File: src/rtl/cpu_pkg.sv
// Shared CPU definitions: datapath widths, reset fetch address and the
// {pc, instruction} record that flows from fetch into the IF/ID buffer.
package cpu_pkg;

    localparam int ADDR_W = 32;
    localparam int DATA_W = 32;
    localparam logic [ADDR_W-1:0] RESET_PC = 32'h0000_0000;

    typedef struct packed {
        logic [ADDR_W-1:0] pc;
        logic [DATA_W-1:0] instr;
    } fetch_entry_t;

    // Sequential successor of a word address; wraps at the top of the space.
    function automatic logic [ADDR_W-1:0] next_pc(input logic [ADDR_W-1:0] pc);
        return pc + {{(ADDR_W-1){1'b0}}, 1'b1};
    endfunction

endpackage

File: src/rtl/fetch_fifo.sv
// Small synchronous FIFO of fetch entries with a flush that wins over
// push and pop. Head entry is read straight out of the storage registers.
module fetch_fifo #(
    parameter int DEPTH = 4,
    parameter int PW    = $clog2(DEPTH),
    parameter int CW    = $clog2(DEPTH) + 1
) (
    input  logic                  clock,
    input  logic                  reset,
    input  logic                  flush_i,
    input  logic                  push_i,
    input  cpu_pkg::fetch_entry_t push_data_i,
    input  logic                  pop_i,
    output cpu_pkg::fetch_entry_t head_o,
    output logic [CW-1:0]         count_o
);
    import cpu_pkg::*;

    localparam logic [CW-1:0] FULL_L = CW'(DEPTH);

    fetch_entry_t  mem_q [DEPTH];
    logic [PW-1:0] head_q;
    logic [PW-1:0] head_d;
    logic [PW-1:0] tail_q;
    logic [PW-1:0] tail_d;
    logic [CW-1:0] count_q;
    logic [CW-1:0] count_d;
    logic          push_ok_s;
    logic          pop_ok_s;

    // Next pointer/occupancy values; flush clears everything at once.
    always_comb begin
        push_ok_s = push_i && (count_q != FULL_L);
        pop_ok_s  = pop_i && (count_q != {CW{1'b0}});
        head_d    = head_q;
        tail_d    = tail_q;
        count_d   = count_q;
        if (flush_i) begin
            head_d  = {PW{1'b0}};
            tail_d  = {PW{1'b0}};
            count_d = {CW{1'b0}};
        end else begin
            if (push_ok_s) begin
                tail_d = tail_q + PW'(1);
            end else begin
                tail_d = tail_q;
            end
            if (pop_ok_s) begin
                head_d = head_q + PW'(1);
            end else begin
                head_d = head_q;
            end
            case ({push_ok_s, pop_ok_s})
                2'b10:   count_d = count_q + CW'(1);
                2'b01:   count_d = count_q - CW'(1);
                default: count_d = count_q;
            endcase
        end
    end

    // Pointer and occupancy registers.
    always_ff @(posedge clock or posedge reset) begin
        if (reset) begin
            head_q  <= {PW{1'b0}};
            tail_q  <= {PW{1'b0}};
            count_q <= {CW{1'b0}};
        end else begin
            head_q  <= head_d;
            tail_q  <= tail_d;
            count_q <= count_d;
        end
    end

    // Entry storage; a flushed push is never written.
    always_ff @(posedge clock or posedge reset) begin
        if (reset) begin
            for (int i = 0; i < DEPTH; i++) begin
                mem_q[i] <= '0;
            end
        end else if (!flush_i && push_ok_s) begin
            mem_q[tail_q] <= push_data_i;
        end
    end

    assign head_o  = mem_q[head_q];
    assign count_o = count_q;

endmodule

File: src/rtl/fetch_queue.sv
// Instruction fetch front end: owns the PC, issues one-cycle-latency reads
// to instruction memory and buffers {pc, instr} pairs for the IF/ID stage.
// A read is only issued when the FIFO is guaranteed room for its return,
// so the returning data never needs to be stalled.
module fetch_queue #(
    parameter int                        DEPTH    = 4,
    parameter int                        ADDR_W   = cpu_pkg::ADDR_W,
    parameter int                        DATA_W   = cpu_pkg::DATA_W,
    parameter logic [cpu_pkg::ADDR_W-1:0] RESET_PC = cpu_pkg::RESET_PC
) (
    input  logic                       clock,
    input  logic                       reset,
    input  logic                       redirect_valid,
    input  logic [ADDR_W-1:0]          redirect_pc,
    output logic                       imem_rd_en,
    output logic [ADDR_W-1:0]          imem_addr,
    input  logic [DATA_W-1:0]          imem_data,
    output logic                       out_valid,
    input  logic                       out_ready,
    output logic [ADDR_W-1:0]          out_pc,
    output logic [DATA_W-1:0]          out_instr,
    output logic [$clog2(DEPTH):0]     count
);
    import cpu_pkg::*;

    localparam int CW = $clog2(DEPTH) + 1;
    localparam logic [CW:0] DEPTH_L = (CW+1)'(DEPTH);

    logic [ADDR_W-1:0] fetch_pc_q;
    logic [ADDR_W-1:0] fetch_pc_d;
    logic              inflight_q;
    logic              inflight_d;
    logic [ADDR_W-1:0] inflight_pc_q;
    logic [ADDR_W-1:0] inflight_pc_d;

    logic              pop_s;
    logic              push_s;
    logic              issue_s;
    logic [CW:0]       occ_s;
    fetch_entry_t      push_entry_s;
    fetch_entry_t      head_s;
    logic [CW-1:0]     count_s;

    // Credit check, issue decision and next PC / in-flight tracking.
    always_comb begin
        pop_s  = out_valid && out_ready;
        push_s = inflight_q && !redirect_valid;
        // Occupancy after this cycle if nothing new is issued.
        occ_s  = {1'b0, count_s} + {{CW{1'b0}}, inflight_q} - {{CW{1'b0}}, pop_s};
        issue_s = !reset && !redirect_valid && (occ_s < DEPTH_L);
        fetch_pc_d    = fetch_pc_q;
        inflight_d    = 1'b0;
        inflight_pc_d = inflight_pc_q;
        if (redirect_valid) begin
            fetch_pc_d = redirect_pc;
            inflight_d = 1'b0;
        end else if (issue_s) begin
            fetch_pc_d    = next_pc(fetch_pc_q);
            inflight_d    = 1'b1;
            inflight_pc_d = fetch_pc_q;
        end else begin
            fetch_pc_d = fetch_pc_q;
            inflight_d = 1'b0;
        end
        push_entry_s.pc    = inflight_pc_q;
        push_entry_s.instr = imem_data;
    end

    // PC and in-flight read registers.
    always_ff @(posedge clock or posedge reset) begin
        if (reset) begin
            fetch_pc_q    <= RESET_PC;
            inflight_q    <= 1'b0;
            inflight_pc_q <= RESET_PC;
        end else begin
            fetch_pc_q    <= fetch_pc_d;
            inflight_q    <= inflight_d;
            inflight_pc_q <= inflight_pc_d;
        end
    end

    fetch_fifo #(
        .DEPTH (DEPTH)
    ) u_fifo (
        .clock       (clock),
        .reset       (reset),
        .flush_i     (redirect_valid),
        .push_i      (push_s),
        .push_data_i (push_entry_s),
        .pop_i       (pop_s),
        .head_o      (head_s),
        .count_o     (count_s)
    );

    assign imem_rd_en = issue_s;
    assign imem_addr  = fetch_pc_q;
    assign out_valid  = (count_s != {CW{1'b0}});
    assign out_pc     = head_s.pc;
    assign out_instr  = head_s.instr;
    assign count      = count_s;

endmodule

File: config.mk
export PLATFORM = sky130hd
export DESIGN_NAME = fetch_queue
export DESIGN_NICKNAME = d
export VERILOG_FILES = /design/src/rtl/cpu_pkg.sv /design/src/rtl/fetch_fifo.sv /design/src/rtl/fetch_queue.sv
export SDC_FILE = /design/constraint.sdc
export NUM_CORES = 1
export LEC_CHECK = 0
export ABC_AREA = 1
export BUFFER_PORTS_ARGS = -buffer_cell sky130_fd_sc_hd__buf_2
export CAP_MARGIN = 20
export CORE_MARGIN = 8
export CORE_UTILIZATION = 59
export DETAILED_ROUTE_END_ITERATION = 7
export PLACE_DENSITY = 0.8
export RECOVER_POWER = 25
export SLEW_MARGIN = 20
export SYNTH_ARGS = -nofsm -noshare
export SYNTH_HDL_FRONTEND = slang
export SYNTH_SLANG_ARGS = --single-unit
File: constraint.sdc
create_clock -name clock -period 13.01 [get_ports clock]
set_clock_uncertainty 0.2 [all_clocks]
set_input_delay 1.301 -clock clock [delete_from_list [all_inputs] [get_ports clock]]
set_output_delay 1.301 -clock clock [all_outputs]
set_load 0.02 [all_outputs]
* Yosys cells after proc, flatten, opt, wreduce, memory -nomap -nowiden *
Index checks and enable logic that the tools add are counted.
W data, S select, Z words.

word-level totals
  register bits = 328
  bits of input ports = 68
  output and inout port bits = 101
  logic and storage cells = 63

operators by class
  add/sub/neg operators = 7
  order comparisons = 4
  equality and inequality tests = 3
  mux-type cells = 16
  bitwise gates (word level) = 3
  reductions and logical operators = 16

operator list
  kind                     number
  $bwmux W256              1
  $mux W64                 3
  $bmux W64 S2             1
  $demux W64 S2            1
  $mux W32                 2
  $add A32 B1 Y32 const B  1
  $logic_and A1 B1 Y1      8
  $mux W2                  4
  $ge A3 B3 Y1 const B     2
  $not A2 Y3               2
  $pmux W3 S2              1
  $reduce_bool A2 Y1       3
  $reduce_bool A3 Y1       2
  $add A2 B1 Y2 const B    2
  $add A3 B1 Y4            1
  $lt A4 B3 Y1 const B     1
  $sub A4 B1 Y4            1
  $add A3 B1 Y3 const B    1
  $lt A3 B1 Y1 const B     1
  $mux W3                  1
  $ne A3 B3 Y1 const B     1
  $sub A3 B1 Y3 const B    1
  $eq A2 B1 Y1 const B     1
  $eq A2 B2 Y1 const B     1
  4 further kinds          6

* Longest topological paths before layout *
Gate-level depths: netlist (run 1).

  depth after elaboration = 7
  mapped depth = 17
  gate-level depth less buffers = 16

* By module *
Synthesis (run 1) repeated with hierarchy kept, for this count alone.

unflattened totals
  cell total of the unflattened synthesis = 1,880
  area total of the unflattened synthesis = 16,094.2 sq um

by module, submodules not included
  module       times used  cells each  area an instance (sq um)  sequential area each (sq um)
  fetch_fifo   1           1,310       12,229.2                  6,581.3
  fetch_queue  1           570         3,865.0                   1,626.6

* Least setup slack after synthesis (run 1) *
No wires, ideal clock.

  path type = input port to output port
  start = in out_ready
  end = out imem_rd_en
  arrival = 2.660 ns
  required time = 11.509 ns
  setup slack = 8.849 ns
  stages on the path = 11
  path buffers = 1
  cell sequence = nand2_1 inv_1 ha_1 inv_1 ha_1 nand3_1 nand2_1 nand2_1 nand3_1 nor2_1 buf_2

between the ends
  word-level cells in the longest chain between the ends = 4

ends and longest elaborated chain
  item                 line               text
  start: declaration   fetch_queue.sv:19  input logic out_ready,
  $logic_and A1 B1 Y1  fetch_queue.sv:46  pop_s = out_valid && out_ready;
  $sub A4 B1 Y4        fetch_queue.sv:49  occ_s = {1'b0, count_s} + {{CW{1'b0}}, inflight_q} - {{CW{1'b0}}, pop_s};
  $lt A4 B3 Y1         fetch_queue.sv:50  issue_s = !reset && !redirect_valid && (occ_s < DEPTH_L);
  $logic_and A1 B1 Y1  fetch_queue.sv:50
  end: declaration     fetch_queue.sv:15  output logic imem_rd_en,

Every way passes these cells.

* Worst setup path in the final report (run 1) *
  start = reg u_fifo.head_q[0]
  end = out out_pc[14]

between the ends
  word-level cells in the longest chain between the ends = 4

ends and longest elaborated chain
  item                                          line               text
  start: declaration                            fetch_fifo.sv:22   logic [PW-1:0] head_q;
  start signal: assignment                      fetch_fifo.sv:64   head_q <= {PW{1'b0}};
  $not A2 Y3 (not written as such)              fetch_fifo.sv:85   assign head_o = mem_q[head_q];
  $bmux W64 S2                                  fetch_fifo.sv:85
  $mux W64 (not written as such) (2 in series)  fetch_fifo.sv:85
  end: declaration                              fetch_queue.sv:20  output logic [ADDR_W-1:0] out_pc,

Every way passes these cells. The select of a mux whose other input is x is not followed.

==> flow_summary_export.csv, run 1 <==
group,metric,value,unit
run_status,outcome,"finished, violations left",
run_status,failed_checks,"capacitance limit, slew limit",
route,drt_wl_total,39160,um
synthesis,synth_cell_types,28,
place,hpwl,24100,um
place,place_congestion,0.8760,
layout,diodes,0,
timing,period_share,0.5671,
grt,grt_overflow,0,
setup_path,r2r_start,"u_fifo.head_q[0]$_DFFE_PP0P_",
clocking,ctsResizeCount,0,
power,combPwrFrac,0.316,
power,switching_share,0.3609,
route,met3_wirelength,2342,um
worst_hold_path,hold_path_depth,1,
power,p_sw,1.357,mW
layout,nets,1722,
clocking,cts.reportedPaths.clkPinSlew,60,ps
clocking,postCtsSetupBuffers,0,
floorplanning,die_area,0.03276,mm^2
synthesis,syn_avg_cell_area,10.61,um^2
timing,rsz0062_at_grt,"no",
power,clkPwrFrac,0.287,
synthesis,synth-edff-count,0,
grt,grt_max_degree,189,
route,num_vias,11661,
synthesis,synth_async_sr_flop_share,1.000,
setup_path,rr_endpoint,"u_fifo.head_q[1]$_DFFE_PP0P_",
floorplanning,num_io_pins,169,
layout,layout_commonest_cell,"dfrtp_1",
clocking,clockBufferDepth,3,
synthesis,yosys_register_bits,328,
power,p_per_area,208.9,mW/mm^2
route,via_per_inst,5.799,
clocking,cts.sinks,328,
power,seqPwrFrac,0.397,
grt,grt_pass1_vias,12258,
layout,mostFrequentLayoutCells,"dfrtp_1, nand2_1, o21ai_0",
floorplanning,row_count,60,
setup_path,r2r_cells,4,
setup_path,crit_required,11510,ps
floorplanning,start_util,0.5976,
floorplanning,die_y,181.0,um
place,pre_cts_ws,8487,ps
route,top_layer_used,"met4",
route,met2_length,17980,um
setup_path,crit_path_max_fanout,105,
route,first_iter_violations,944,
setup_path,r2r_slack,7740,ps
worst_hold_path,min_from,"u_fifo.mem_q[218]$_DFFE_PP0P_",
layout,area_growth,12.01,%
clocking,cts_buffers,37,
timing,setup_viol,0,
timing,worstMarginPinSlew,6179,ps
place,portBuffers,168,
route,antenna_left,0,
grt,grt_first_pass_wirelength,64340,um
timing,fin_crit,7379,ps
clocking,cts_tree,"built",
route,route.detailed.wl_per_inst,19.47,um
timing,clock.fmax,135.5,MHz
timing,slew_viol_final,300,
route,wl_met1,17870,um
clocking,insertion_delay,520,ps
grt,grt_usage,0.2391,
power,ir_worst_vdd,0.1262,mV
synthesis,syn_inst,1514,
clocking,htreeDepth,2,
setup_path,critPathArrivalTime,5880,ps
timing,finalWorstSetupSlack,5631,ps
worst_hold_path,min_to,"u_fifo.mem_q[218]$_DFFE_PP0P_",
power,total_power,3.759,mW
timing,hold_viol_final,0,
grt,antenna_found_initial,0,
layout,final_util,0.6694,
synthesis,synth_warnings,0,
route,firstDrtPassIters,5,
run,drv_cap,3,
setup_path,crit_type,"flop to primary output",
power,p_int,2.402,mW
setup_path,critPathLaunchType,"flop",
synthesis,synth-seq-area-share,0.5110,
floorplanning,die_w,181.0,um
worst_hold_path,hold_path.class,"flop to flop",
synthesis,synth_flop_cell,"dfrtp_1",
route,drc,0,
synthesis,synthesis.area,0.01606,mm^2
layout,layout-drive-gt1-share,0.2617,
layout,design_area,0.01799,mm^2
place,place_area,0.01679,mm^2
clocking,ctsRootBufferMaster,"clkbuf_16",
floorplanning,coreArea,0.02688,mm^2
timing,maxSlewHeadroom,-3.142,
timing,fin_setup_tns,0,ps
power,p_leak,8.867,nW
setup_path,end_kind,"primary output",
clocking,hold_buffers,0,
synthesis,syn_nets,1591,
-- routing by layer --
metal | vias up | GRT usage
met4 | 0 | 0.07675
li1 | 5397 | -
met3 | 66 | 0.04754
met2 | 373 | 0.3741
met1 | 5825 | 0.3319
met5 | - | 0
-- worst max-delay path by stage --
stage	start	depth (start not counted)	endpoint	slack (ps)
after floorplan	reset	1	imem_addr[0]$_DFFE_PP0P_	2430
after detailed placement	out_ready	13	imem_rd_en	8490
after CTS	u_fifo.head_q[0]$_DFFE_PP0P_	5	out_pc[14]	8320
after global routing	u_fifo.head_q[0]$_DFFE_PP0P_	4	out_pc[14]	5150
after global placement	out_ready	13	imem_rd_en	8550
final	u_fifo.head_q[0]$_DFFE_PP0P_	4	out_pc[14]	5630
-- critical path, stage by stage, from the launching register on --
cell      delay (ps)
dfrtp_1          920
clkbuf_1        3170
o21ai_0          430
o22ai_1          530
buf_2            240
-- area by class of cell --
| cell class | count | area, um^2 |
|---|---|---|
| sequential | 328 | 8209 |
| multi-input combinational | 1035 | 6948 |
| fill | 2082 | 8885 |
| tap | 341 | 426.7 |
| timing repair buffer | 179 | 885.9 |
| clock buffer | 56 | 1129 |
| inverter | 64 | 244.0 |
| clock inverter | 8 | 148.9 |
-- registers in the layout (all words and copies together) (netlist names) --
register / count
u_fifo.count_o: 3
inflight_q: 1
imem_addr: 32
u_fifo.mem_q: 256
inflight_pc_q: 32
u_fifo.tail_q: 2
u_fifo.head_q: 2
-- through the flow --
step	hold slack (ps)	cells
global route	310.5	2011
global placement	262.1	1947
floorplan	252.5	1514
detailed placement	275.9	1947
CTS	290.1	2011
finish	285.2	2011
-- synthesized netlist by cell type, types with 2 or more instances --
cell type  number  area (um^2)
a21oi_1        11        55.05
buf_1           2        7.510
buf_12         12        240.2
buf_2           4        20.02
buf_4           3        22.52
buf_6          15        168.9
clkbuf_1       51        191.4
dfrtp_1       328         8208
ha_1            8        100.1
inv_1          63        236.5
mux2_1         29        326.6
mux2_2        107         1205
mux2_4        120         1802
nand2_1       229        859.6
nand3_1        82        410.4
nor2_1        186        698.2
nor2_8          4        80.08
o21ai_0       187        935.9
o22ai_1        64        400.4
-- power by group through the flow --
stage	Sequential [mW]	Combinational, mW	Clock, mW
2_1_floorplan	1.46	0.836	0
3_3_place_gp	1.48	1.16	0
3_5_place_dp	1.49	1.19	0
4_1_cts	1.49	1.20	1.09
5_1_grt	1.53	1.31	1.14
6_report	1.49	1.19	1.08
-- cells by family after synthesis --
kind of cell             count (synthesis)  synth area share
AO/OA/AOI/OAI                          263           0.08709
XOR/XNOR                                 2          0.001091
flip-flops                             328            0.5110
buffers and inverters                  151           0.05578
adder cells (fa/ha/maj)                  9          0.007479
AND/OR/NAND/NOR                        505            0.1300
multiplexers                           256            0.2075
No activity file was read; power rests on OpenSTA's default activity.
==> run 2: changes to the inputs <==
==> constraint.sdc (replaced) <==
create_clock -name clock -period 7.71 [get_ports clock]
set_clock_uncertainty 0.2 [all_clocks]
set_input_delay 0.771 -clock clock [delete_from_list [all_inputs] [get_ports clock]]
set_output_delay 0.771 -clock clock [all_outputs]
set_load 0.02 [all_outputs]
==> run 2 against run 1 <==
  * The flow still finishes with violations (capacitance limit, slew limit)
  * Sequential share of layout area down 0.13 points
  * First-iteration DRC count shrank 11%
  * Critical path type is now input pin to flop
  * Flip-flop and latch count stayed put
  * Utilization increased by 0.22 points
  * Clock power is 69% higher
  * Critical path depth rose by 3
==> flow_summary_export.csv, run 2 (same netlist as run 1, synthesis figures left out) <==
group,metric,value,unit
timing,period_share,0.6832,
route,via_per_inst,5.804,
clocking,postCtsSetupBuffers,0,
power,p_leak,9.004,nW
layout,area_growth,12.38,%
timing,rsz0062_at_grt,"no",
place,place_area,0.01682,mm^2
timing,finalWorstSetupSlack,2443,ps
grt,use_met2,0.3740,
place,portBuffers,168,
timing,fin_setup_tns,0,ps
clocking,ctsResizeCount,0,
timing,clock.fmax,189.8,MHz
timing,maxSlewHeadroom,-1.018,
layout,layout-drive-gt1-share,0.2877,
clocking,cts.reportedPaths.clkPinSlew,60,ps
setup_path,crit_required,7900,ps
route,firstDrtPassIters,7,
floorplanning,die_y,181.0,um
grt,use_met3,0.04413,
grt,grt_pass1_vias,11953,
clocking,clockBufferDepth,3,
layout,mostFrequentLayoutCells,"dfrtp_1, nand2_1, o21ai_0",
floorplanning,num_io_pins,169,
route,route.detailed.wl_per_inst,19.49,um
floorplanning,die_area,0.03276,mm^2
route,first_iter_violations,844,
place,pre_cts_ws,3818,ps
route,antenna_left,0,
floorplanning,die_w,181.0,um
setup_path,end_kind,"flop",
power,p_per_area,353.3,mW/mm^2
grt,grtUsageMet1,0.3229,
clocking,cts_buffers,36,
setup_path,critPathArrivalTime,5460,ps
timing,fin_crit,5267,ps
clocking,htreeDepth,2,
clocking,hold_buffers,0,
clocking,cts_tree,"built",
layout,largest_register_ff_count,256,
timing,hold_viol_final,0,
layout,final_util,0.6716,
grt,grt_max_degree,127,
grt,grt_first_pass_wirelength,63700,um
route,num_vias,11683,
grt,busiest_layer,"met2",
layout,diodes,0,
route,drt_wl_total,39240,um
setup_path,crit_type,"input pin to flop",
power,ir_worst_vdd,0.1761,mV
clocking,ctsRootBufferMaster,"clkbuf_16",
route,drc,0,
place,place_congestion,0.9905,
layout,nets,1725,
place,hpwl,24610,um
floorplanning,row_count,60,
layout,layout_commonest_cell,"dfrtp_1",
clocking,insertion_delay,510,ps
worst_hold_path,hold_path.class,"input pin to flop",
layout,design_area,0.01805,mm^2
timing,setup_viol,0,
layout,top_register,"u_fifo.mem_q",
place,placedCellCount,1951,
floorplanning,start_util,0.5976,
grt,antenna_found_initial,0,
setup_path,crit_path_max_fanout,51,
run,drv_cap,4,
layout,num-fill-cells,2020,
timing,worstMarginPinSlew,3026,ps
layout,stdcell_count,2013,
grt,grt_usage,0.2369,
run_status,outcome,"finished, violations left",
floorplanning,coreArea,0.02688,mm^2
setup_path,critPathLaunchType,"input pin",
clocking,cts.sinks,328,
run_status,failed_checks,"capacitance limit, slew limit",
timing,slew_viol_final,264,
grt,grt_overflow,0,
[run 2: changes by cell type in the layout (fill, tap and decap cells not counted), moves of 2 or more]
| cell | change |
|---|---|
| bufinv_16 | +3 |
| clkbuf_16 | -2 |
| clkbuf_8 | -3 |
| clkinv_2 | +5 |
| buf_4 | +4 |
| buf_2 | +36 |
| clkbuf_1 | -41 |
[run 2: worst max-delay path, cell delays in order]
cell and delay (ps):
buf_2 70, buf_4 300, clkinvlp_2 1560, nand3_1 1540
nor2_8 270, buf_4 480, mux2_4 400
[run 2: per-stage QoR]
| stage | hold slack (ps) | total power [mW] |
|---|---|---|
| 2_1_floorplan | 252.5 | 3.875 |
| 3_3_place_gp | 261.6 | 4.468 |
| 3_5_place_dp | 269.7 | 4.550 |
| 4_1_cts | 261.0 | 6.411 |
| 5_1_grt | 272.7 | 6.711 |
| 6_report | 274.1 | 6.376 |
[run 2: cell type report]
type | count | area [um^2] | area share
multi-input cells | 1035 | 6948 | 0.3849
repair buffers | 183 | 945.9 | 0.05241
clock buffers | 46 | 1018 | 0.05643
flip-flops and latches | 328 | 8213 | 0.4550
clock inverters | 16 | 254.0 | 0.01407
inverters | 64 | 244.0 | 0.01352
well taps | 341 | 426.7 | 0.02364
[run 2: report_power, final]
| group | leakage, nW | switching (mW) | internal, mW | total [mW] |
|---|---|---|---|---|
| Combinational | 4.01 | 1.22 | 0.791 | 2.01 |
| Sequential | 4.37 | 0.389 | 2.15 | 2.54 |
| Clock | 0.624 | 0.692 | 1.14 | 1.83 |
| Total | 9.00 | 2.30 | 4.08 | 6.38 |
[run 2: final timing paths]
path | from | to | slack [ps] | cells after the start
max reg2reg | u_fifo.count_o[1]$_DFFE_PP0P_ | u_fifo.mem_q[170]$_DFFE_PP0P_ | 4180 | 6
min reg2reg | u_fifo.mem_q[96]$_DFFE_PP0P_ | u_fifo.mem_q[96]$_DFFE_PP0P_ | 280 | 1
min in group asynchronous | reset | imem_addr[6]$_DFFE_PP0P_ | 540 | 2
max in group asynchronous | reset | u_fifo.mem_q[145]$_DFFE_PP0P_ | 3110 | 3
min | redirect_pc[0] | imem_addr[0]$_DFFE_PP0P_ | 270 | 3
max | redirect_valid | u_fifo.mem_q[140]$_DFFE_PP0P_ | 2440 | 7
[run 2: routing by layer]
metal  vias to the layer above  routed length (um)
met5                         -                   0
met4                         0                1232
met3                        76                2268
met2                       406               18120
met1                      5778               17620
li1                       5423                   -
